<file path="src/rtl/online_fuzzy_pkg.sv">
// ---------------------------------------------------------------------------
// online_fuzzy_pkg
// Shared types and constants for the online (MSD-first, bit-serial) fuzzy
// rule engine.
//   cmp_state_e  : per-rule online comparator state
//   MODE_MAXMIN  : aggregate = max over rules of min(in1, in2)
//   MODE_MINMAX  : aggregate = min over rules of max(in1, in2)
//   PIPE_LATENCY : cycles from an input digit to its result digit
// ---------------------------------------------------------------------------
package online_fuzzy_pkg;

    typedef enum logic [1:0] {
        CMP_EQ     = 2'd0,
        CMP_IN1_LT = 2'd1,
        CMP_IN2_LT = 2'd2
    } cmp_state_e;

    localparam int MODE_MAXMIN  = 0;
    localparam int MODE_MINMAX  = 1;
    localparam int PIPE_LATENCY = 2;

endpackage

</file>
<file path="src/rtl/online_cmp_select.sv">
// ---------------------------------------------------------------------------
// online_cmp_select
// Two-input online min/max selector for MSD-first unsigned fractions.
// Emits one registered result digit per accepted input digit.
// Ports:
//   clock   in  rising-edge clock
//   reset   in  synchronous, active-high
//   i_en    in  an input digit is accepted this cycle
//   i_first in  the accepted digit is the MSD (clears the comparator)
//   i_in1   in  digit of operand 1
//   i_in2   in  digit of operand 2
//   o_bit   out registered selected digit (min for MODE 0, max for MODE 1)
// ---------------------------------------------------------------------------
module online_cmp_select
    import online_fuzzy_pkg::*;
#(
    parameter int MODE = MODE_MAXMIN
) (
    input  logic clock,
    input  logic reset,
    input  logic i_en,
    input  logic i_first,
    input  logic i_in1,
    input  logic i_in2,
    output logic o_bit
);

    localparam logic SEL_MIN = (MODE == MODE_MAXMIN);

    cmp_state_e r_state;
    logic       r_bit;
    cmp_state_e w_state_eff;
    cmp_state_e w_state_next;
    logic       w_bit;

    // Next comparator state and selected digit; the MSD restarts from EQ.
    always_comb begin
        w_state_eff  = i_first ? CMP_EQ : r_state;
        w_state_next = w_state_eff;
        w_bit        = i_in1;
        case (w_state_eff)
            CMP_EQ: begin
                if (i_in1 != i_in2) begin
                    // First differing digit decides the order for the rest
                    // of the frame; the smaller operand holds the 0 here.
                    w_state_next = i_in1 ? CMP_IN2_LT : CMP_IN1_LT;
                    w_bit        = SEL_MIN ? 1'b0 : 1'b1;
                end else begin
                    w_state_next = CMP_EQ;
                    w_bit        = i_in1;
                end
            end
            CMP_IN1_LT: w_bit = SEL_MIN ? i_in1 : i_in2;
            CMP_IN2_LT: w_bit = SEL_MIN ? i_in2 : i_in1;
            default: begin
                w_state_next = CMP_EQ;
                w_bit        = i_in1;
            end
        endcase
    end

    // Comparator state and output digit registers, advanced per accepted digit.
    always_ff @(posedge clock) begin
        if (reset) begin
            r_state <= CMP_EQ;
            r_bit   <= 1'b0;
        end else if (i_en) begin
            r_state <= w_state_next;
            r_bit   <= w_bit;
        end else begin
            r_state <= r_state;
            r_bit   <= r_bit;
        end
    end

    assign o_bit = r_bit;

endmodule

</file>
<file path="src/rtl/online_fuzzy_rule_engine.sv">
// ---------------------------------------------------------------------------
// online_fuzzy_rule_engine
// Evaluates NUM_RULES two-antecedent fuzzy rules on MSD-first bit-serial
// unsigned fractions. Stage 1 (one selector per rule) forms min/max of each
// rule's operands; stage 2 aggregates across rules with a shrinking
// candidate mask and reports the lowest surviving rule as the winner.
// Ports:
//   clock             in  rising-edge clock
//   reset             in  synchronous, active-high
//   io_start          in  MSD of a frame present (ignored while busy)
//   io_in1/io_in2     in  current digit per rule, bit r = rule r
//   io_busy           out frame in progress (digits 1..DIGITS-1)
//   io_outResultValid out io_outResult carries a valid digit
//   io_outResult      out result digit, MSD first
//   io_outLast        out final digit of the result frame
//   io_winnerIdx      out winning rule, updated with io_outLast and held
// ---------------------------------------------------------------------------
module online_fuzzy_rule_engine
    import online_fuzzy_pkg::*;
#(
    parameter int NUM_RULES = 4,
    parameter int DIGITS    = 8,
    parameter int MODE      = MODE_MAXMIN,
    parameter int IDX_W     = $clog2(NUM_RULES)
) (
    input  logic                 clock,
    input  logic                 reset,
    input  logic                 io_start,
    input  logic [NUM_RULES-1:0] io_in1,
    input  logic [NUM_RULES-1:0] io_in2,
    output logic                 io_busy,
    output logic                 io_outResultValid,
    output logic                 io_outResult,
    output logic                 io_outLast,
    output logic [IDX_W-1:0]     io_winnerIdx
);

    localparam int CNT_W = $clog2(DIGITS);

    logic                 r_busy;
    logic [CNT_W-1:0]     r_cnt;
    logic                 w_first_in;
    logic                 w_accept;
    logic                 w_last_in;

    logic                 r_s1_valid;
    logic                 r_s1_first;
    logic                 r_s1_last;
    logic [NUM_RULES-1:0] w_s1_bits;

    logic [NUM_RULES-1:0] r_mask;
    logic                 r_out_valid;
    logic                 r_out_bit;
    logic                 r_out_last;
    logic [IDX_W-1:0]     r_winner;
    logic [NUM_RULES-1:0] w_mask_eff;
    logic [NUM_RULES-1:0] w_mask_next;
    logic                 w_out_bit;
    logic [IDX_W-1:0]     w_winner;

    // Lowest set index of a candidate mask; ties resolve to the lowest rule.
    function automatic logic [IDX_W-1:0] lowest_idx(input logic [NUM_RULES-1:0] m);
        logic [IDX_W-1:0] idx;
        idx = '0;
        for (int r = NUM_RULES - 1; r >= 0; r--) begin
            if (m[r]) begin
                idx = IDX_W'(r);
            end else begin
                idx = idx;
            end
        end
        return idx;
    endfunction

    // Input framing: which digit (if any) is accepted this cycle.
    always_comb begin
        w_first_in = io_start & ~r_busy;
        w_accept   = w_first_in | r_busy;
        w_last_in  = r_busy & (r_cnt == CNT_W'(DIGITS - 1));
    end

    // Frame digit counter; busy covers digits 1..DIGITS-1 only, so a new
    // start is accepted on the cycle right after the last digit.
    always_ff @(posedge clock) begin
        if (reset) begin
            r_busy <= 1'b0;
            r_cnt  <= '0;
        end else if (w_first_in) begin
            r_busy <= 1'b1;
            r_cnt  <= CNT_W'(1);
        end else if (w_last_in) begin
            r_busy <= 1'b0;
            r_cnt  <= '0;
        end else if (r_busy) begin
            r_busy <= 1'b1;
            r_cnt  <= r_cnt + CNT_W'(1);
        end else begin
            r_busy <= r_busy;
            r_cnt  <= r_cnt;
        end
    end

    genvar g;
    generate
        for (g = 0; g < NUM_RULES; g++) begin : g_rule
            online_cmp_select #(
                .MODE (MODE)
            ) u_cmp (
                .clock   (clock),
                .reset   (reset),
                .i_en    (w_accept),
                .i_first (w_first_in),
                .i_in1   (io_in1[g]),
                .i_in2   (io_in2[g]),
                .o_bit   (w_s1_bits[g])
            );
        end
    endgenerate

    // Stage-1 framing flags travel alongside the per-rule digits.
    always_ff @(posedge clock) begin
        if (reset) begin
            r_s1_valid <= 1'b0;
            r_s1_first <= 1'b0;
            r_s1_last  <= 1'b0;
        end else begin
            r_s1_valid <= w_accept;
            r_s1_first <= w_first_in;
            r_s1_last  <= w_last_in;
        end
    end

    // Stage-2 aggregation: rules that fall behind the running max (or ahead
    // of the running min) leave the candidate mask, which can never empty.
    always_comb begin
        w_mask_eff  = r_s1_first ? {NUM_RULES{1'b1}} : r_mask;
        w_out_bit   = 1'b0;
        w_mask_next = w_mask_eff;
        if (MODE == MODE_MAXMIN) begin
            w_out_bit = |(w_s1_bits & w_mask_eff);
            if (w_out_bit) begin
                w_mask_next = w_mask_eff & w_s1_bits;
            end else begin
                w_mask_next = w_mask_eff;
            end
        end else begin
            w_out_bit = &(w_s1_bits | ~w_mask_eff);
            if (w_out_bit) begin
                w_mask_next = w_mask_eff;
            end else begin
                w_mask_next = w_mask_eff & ~w_s1_bits;
            end
        end
        w_winner = lowest_idx(w_mask_next);
    end

    // Stage-2 registers: result digit, flags, mask and held winner.
    always_ff @(posedge clock) begin
        if (reset) begin
            r_mask      <= {NUM_RULES{1'b1}};
            r_out_valid <= 1'b0;
            r_out_bit   <= 1'b0;
            r_out_last  <= 1'b0;
            r_winner    <= '0;
        end else begin
            r_out_valid <= r_s1_valid;
            r_out_last  <= r_s1_valid & r_s1_last;
            if (r_s1_valid) begin
                r_mask    <= w_mask_next;
                r_out_bit <= w_out_bit;
            end else begin
                r_mask    <= r_mask;
                r_out_bit <= r_out_bit;
            end
            if (r_s1_valid && r_s1_last) begin
                r_winner <= w_winner;
            end else begin
                r_winner <= r_winner;
            end
        end
    end

    assign io_busy           = r_busy;
    assign io_outResultValid = r_out_valid;
    assign io_outResult      = r_out_bit;
    assign io_outLast        = r_out_last;
    assign io_winnerIdx      = r_winner;

endmodule

</file>
<file path="config.mk">
export PLATFORM = sky130hd
export DESIGN_NAME = online_fuzzy_rule_engine
export DESIGN_NICKNAME = d
export VERILOG_FILES = /design/src/rtl/online_fuzzy_pkg.sv /design/src/rtl/online_cmp_select.sv /design/src/rtl/online_fuzzy_rule_engine.sv
export SDC_FILE = /design/constraint.sdc
export NUM_CORES = 1
export LEC_CHECK = 0
export CAP_MARGIN = 20
export CORE_MARGIN = 3
export CORE_UTILIZATION = 40
export CTS_BUF_LIST = sky130_fd_sc_hd__clkbuf_2
export CTS_CLUSTER_DIAMETER = 200
export CTS_CLUSTER_SIZE = 25
export DETAILED_ROUTE_END_ITERATION = 7
export PLACE_DENSITY = 0.61
export SYNTH_ARGS = -nofsm -noshare
export SYNTH_HDL_FRONTEND = slang
export SYNTH_SLANG_ARGS = --single-unit
</file>
<file path="constraint.sdc">
create_clock -name clock -period 3.18 [get_ports clock]
set_clock_uncertainty 0.1 [all_clocks]
set_input_delay 0.636 -clock clock [delete_from_list [all_inputs] [get_ports clock]]
set_output_delay 0.636 -clock clock [all_outputs]
set_load 0.01 [all_outputs]
</file>
==> impl_metrics.ini <==
[power_and_ir_drop]
p_comb_share_pct = 19.4
power_switching_share_pct = 28.2
finalPower_w = 0.000633
p_int_w = 0.000455
p_sw_w = 0.000179
p_clk_share_pct = 19.3
seqPwrFrac_pct = 61.3
peakVddDrop_mv = 0.153
power-per-cell-area_nw_per_um2 = 411
leakagePower_nw = 0.556

[worst_setup_path]
r2r_slack_ns = 1.48
cp.arrival_ns = 1.56
start_kind = register
critPathMaxFanout = 28
crit_type = reg -> out
crit_required_ns = 2.44
cp-end-kind = output pin

[detailed_routing]
routed_wl_mm = 2.82
dr_total_vias = 1174
drtIter0Drc = 93
viasPerCell = 5.51
postRouteAntennaNets = 0
drc_errors = 0
wire_per_inst_um = 13.2
drtPass1Iterations = 4

[final_layout]
utilization_pct = 49.3
final_nets = 184
n_antenna_cell = 0
drive_gt1_share_pct = 5.92
syn_to_final_growth_pct = 14.7

[timing]
finalHoldViolations = 0
period_share_pct = 72.3
rsz0062_at_grt = no
fmax_ghz = 0.435
setup_viol = 0
max_slew.worst_pin.slew_ns = 0.636
fin_crit_ns = 2.30
fin_setup_tns_ns = 0
slew_headroom_pct = 57.5
slew_viol_final = 0

[clock_network]
cts_setup_buffers = 0
cts-htree-levels = 1
cts.clk_slew.worst_paths_ns = 0.24
post_cts_resized = 0
clk_path_buf_depth = 2
clk_latency_ns = 0.34
cts_root_buf = clkbuf_2
cts_sinks = 28
cts_made_buffers = 3
cts_tree = yes
hold_buffers = 0

[global_routing]
antenna_found_initial = 0
grt_pass1_vias = 1127
grt_usage_pct = 14.7
grt_pass1_wl_mm = 4.95
grt_overflow = 0
grt_max_degree = 29

[yosys]
yosysTopAreaCellShare_pct = 41.7
yosysTopAreaCell = dfxtp_1
syn-cell-area_um2 = 1340
yosysSeqAreaShare_pct = 41.7
syn-num-nets = 171
yosys_most_used_dff = dfxtp_1
yosysWarningCount = 0
synth.distinct_cells = 36
synthTopCellsByArea = dfxtp_1, nor2_1, a2111oi_0
syn_inst = 158
ys_ff_latch = 28
synth_area_per_cell_um2 = 8.50
synth-edff-count = 0
synthArstFlopShare_pct = 0

[run]
drv_cap = 0

[die]
fp.dieW_um = 64.0
pin_count = 17
dieArea_um2 = 4090
coreArea_um2 = 3130
rows = 20
initial_utilization_pct = 43.0
die_y_um = 64.0

[placed_design]
io_buffers = 16
dp_hpwl_mm = 2.06
gp_congestion = 0.876

[min_path]
hold_class = reg -> reg

[run_status]
status = completed
[power groups by stage]
stage,registers [W],clock network (W),logic [W]
floorplan,0.000389,0,0.0000879
global placement,0.000394,0,0.000119
detailed placement,0.000395,0,0.000122
CTS,0.000388,0.000131,0.000123
global route,0.000392,0.000141,0.000138
finish,0.000388,0.000122,0.000123
[synth_stat cells (all sizes together) (2+ instances only)]
library cell,instances
o21ai,7
clkbuf,6
a2111oi,8
nor2b,6
a31oi,8
o41ai,2
dfxtp,28
o41a,2
nor2,26
a211oi,4
nand3,2
nor3b,3
buf,4
o2111ai,2
inv,9
o221ai,3
ha,2
a21oi,11
nor3,2
nand2,8
o32a,2
o21a,5
[layout make-up]
| class | instances | area [um2] |
|---|---|---|
| sequential | 28 | 561 |
| timing repair buffer | 18 | 175 |
| multi-input combinational | 111 | 702 |
| inverter | 9 | 33.8 |
| fill | 308 | 1590 |
| tap | 44 | 55.1 |
| clock buffer | 3 | 15.0 |
[flip-flops by register name (all words and copies together) (netlist names)]
register / flops
g_rule.u_cmp.o_bit: 4
g_rule.u_cmp.r_state: 8
io_busy: 1
io_outLast: 1
io_outResult: 1
io_outResultValid: 1
io_winnerIdx: 2
r_cnt: 3
r_mask: 4
r_s1_first: 1
r_s1_last: 1
r_s1_valid: 1
[metal layers]
| layer | global-route usage (%) | share of wire (%) | vias up |
|---|---|---|---|
| met3 | 2.28 | 4.7 | 4 |
| met2 | 25.8 | 48 | 27 |
| li1 | - | - | 605 |
| met1 | 18.2 | 46 | 538 |
| met5 | 0 | 0 | - |
| met4 | 4.58 | 0.67 | 0 |
[cells by family (layout without fill, tap and decap cells)]
group           count (synthesis)  after routing  synth area share (%)
compound gates                 56             56                  31.8
fa+ha+maj                       2              2                  1.86
buf+inv                        19             30                  6.05
mux                             1              1                 0.745
flops                          28             28                  41.7
simple gates                   52             52                  17.8
[critical path, stage by stage, from the launching register on]
cell             delay, ns
dfxtp_1               0.36
buf_4                 0.26
clkdlybuf4s50_1       0.59
[final timing paths]
path / end / start / depth (start not counted)
setup / recovery: io_busy / io_busy / 2
hold / removal: io_winnerIdx[1] / io_winnerIdx[1] / 2
setup reg to reg: io_winnerIdx[1] / r_s1_first / 4
hold reg to reg: io_winnerIdx[1] / io_winnerIdx[1] / 2
[metrics by stage]
step | instance area, um2 | worst slack [ns] | instances | hold slack, ns
floorplan | 1340 | 1.53 | 158 | 0.330
global placement | 1530 | 0.818 | 210 | 0.348
detailed placement | 1530 | 0.673 | 210 | 0.359
CTS | 1540 | 0.866 | 213 | 0.386
global route | 1540 | 0.803 | 213 | 0.418
finish | 1540 | 0.880 | 213 | 0.378
[cell usage in the layout (no fill, tap or decap), types with 3 or more instances in the layout]
master and count:
o21ai_0 5, dfxtp_1 28, o221ai_1 3, a31oi_1 8, a211oi_1 4, inv_1 9
nor2_1 26, a21oi_1 11, clkbuf_2 3, a2111oi_0 8, nor2b_1 6, clkdlybuf4s50_1 16
nand2_1 8, nor3b_1 3
(Power assumes the default switching activity.)
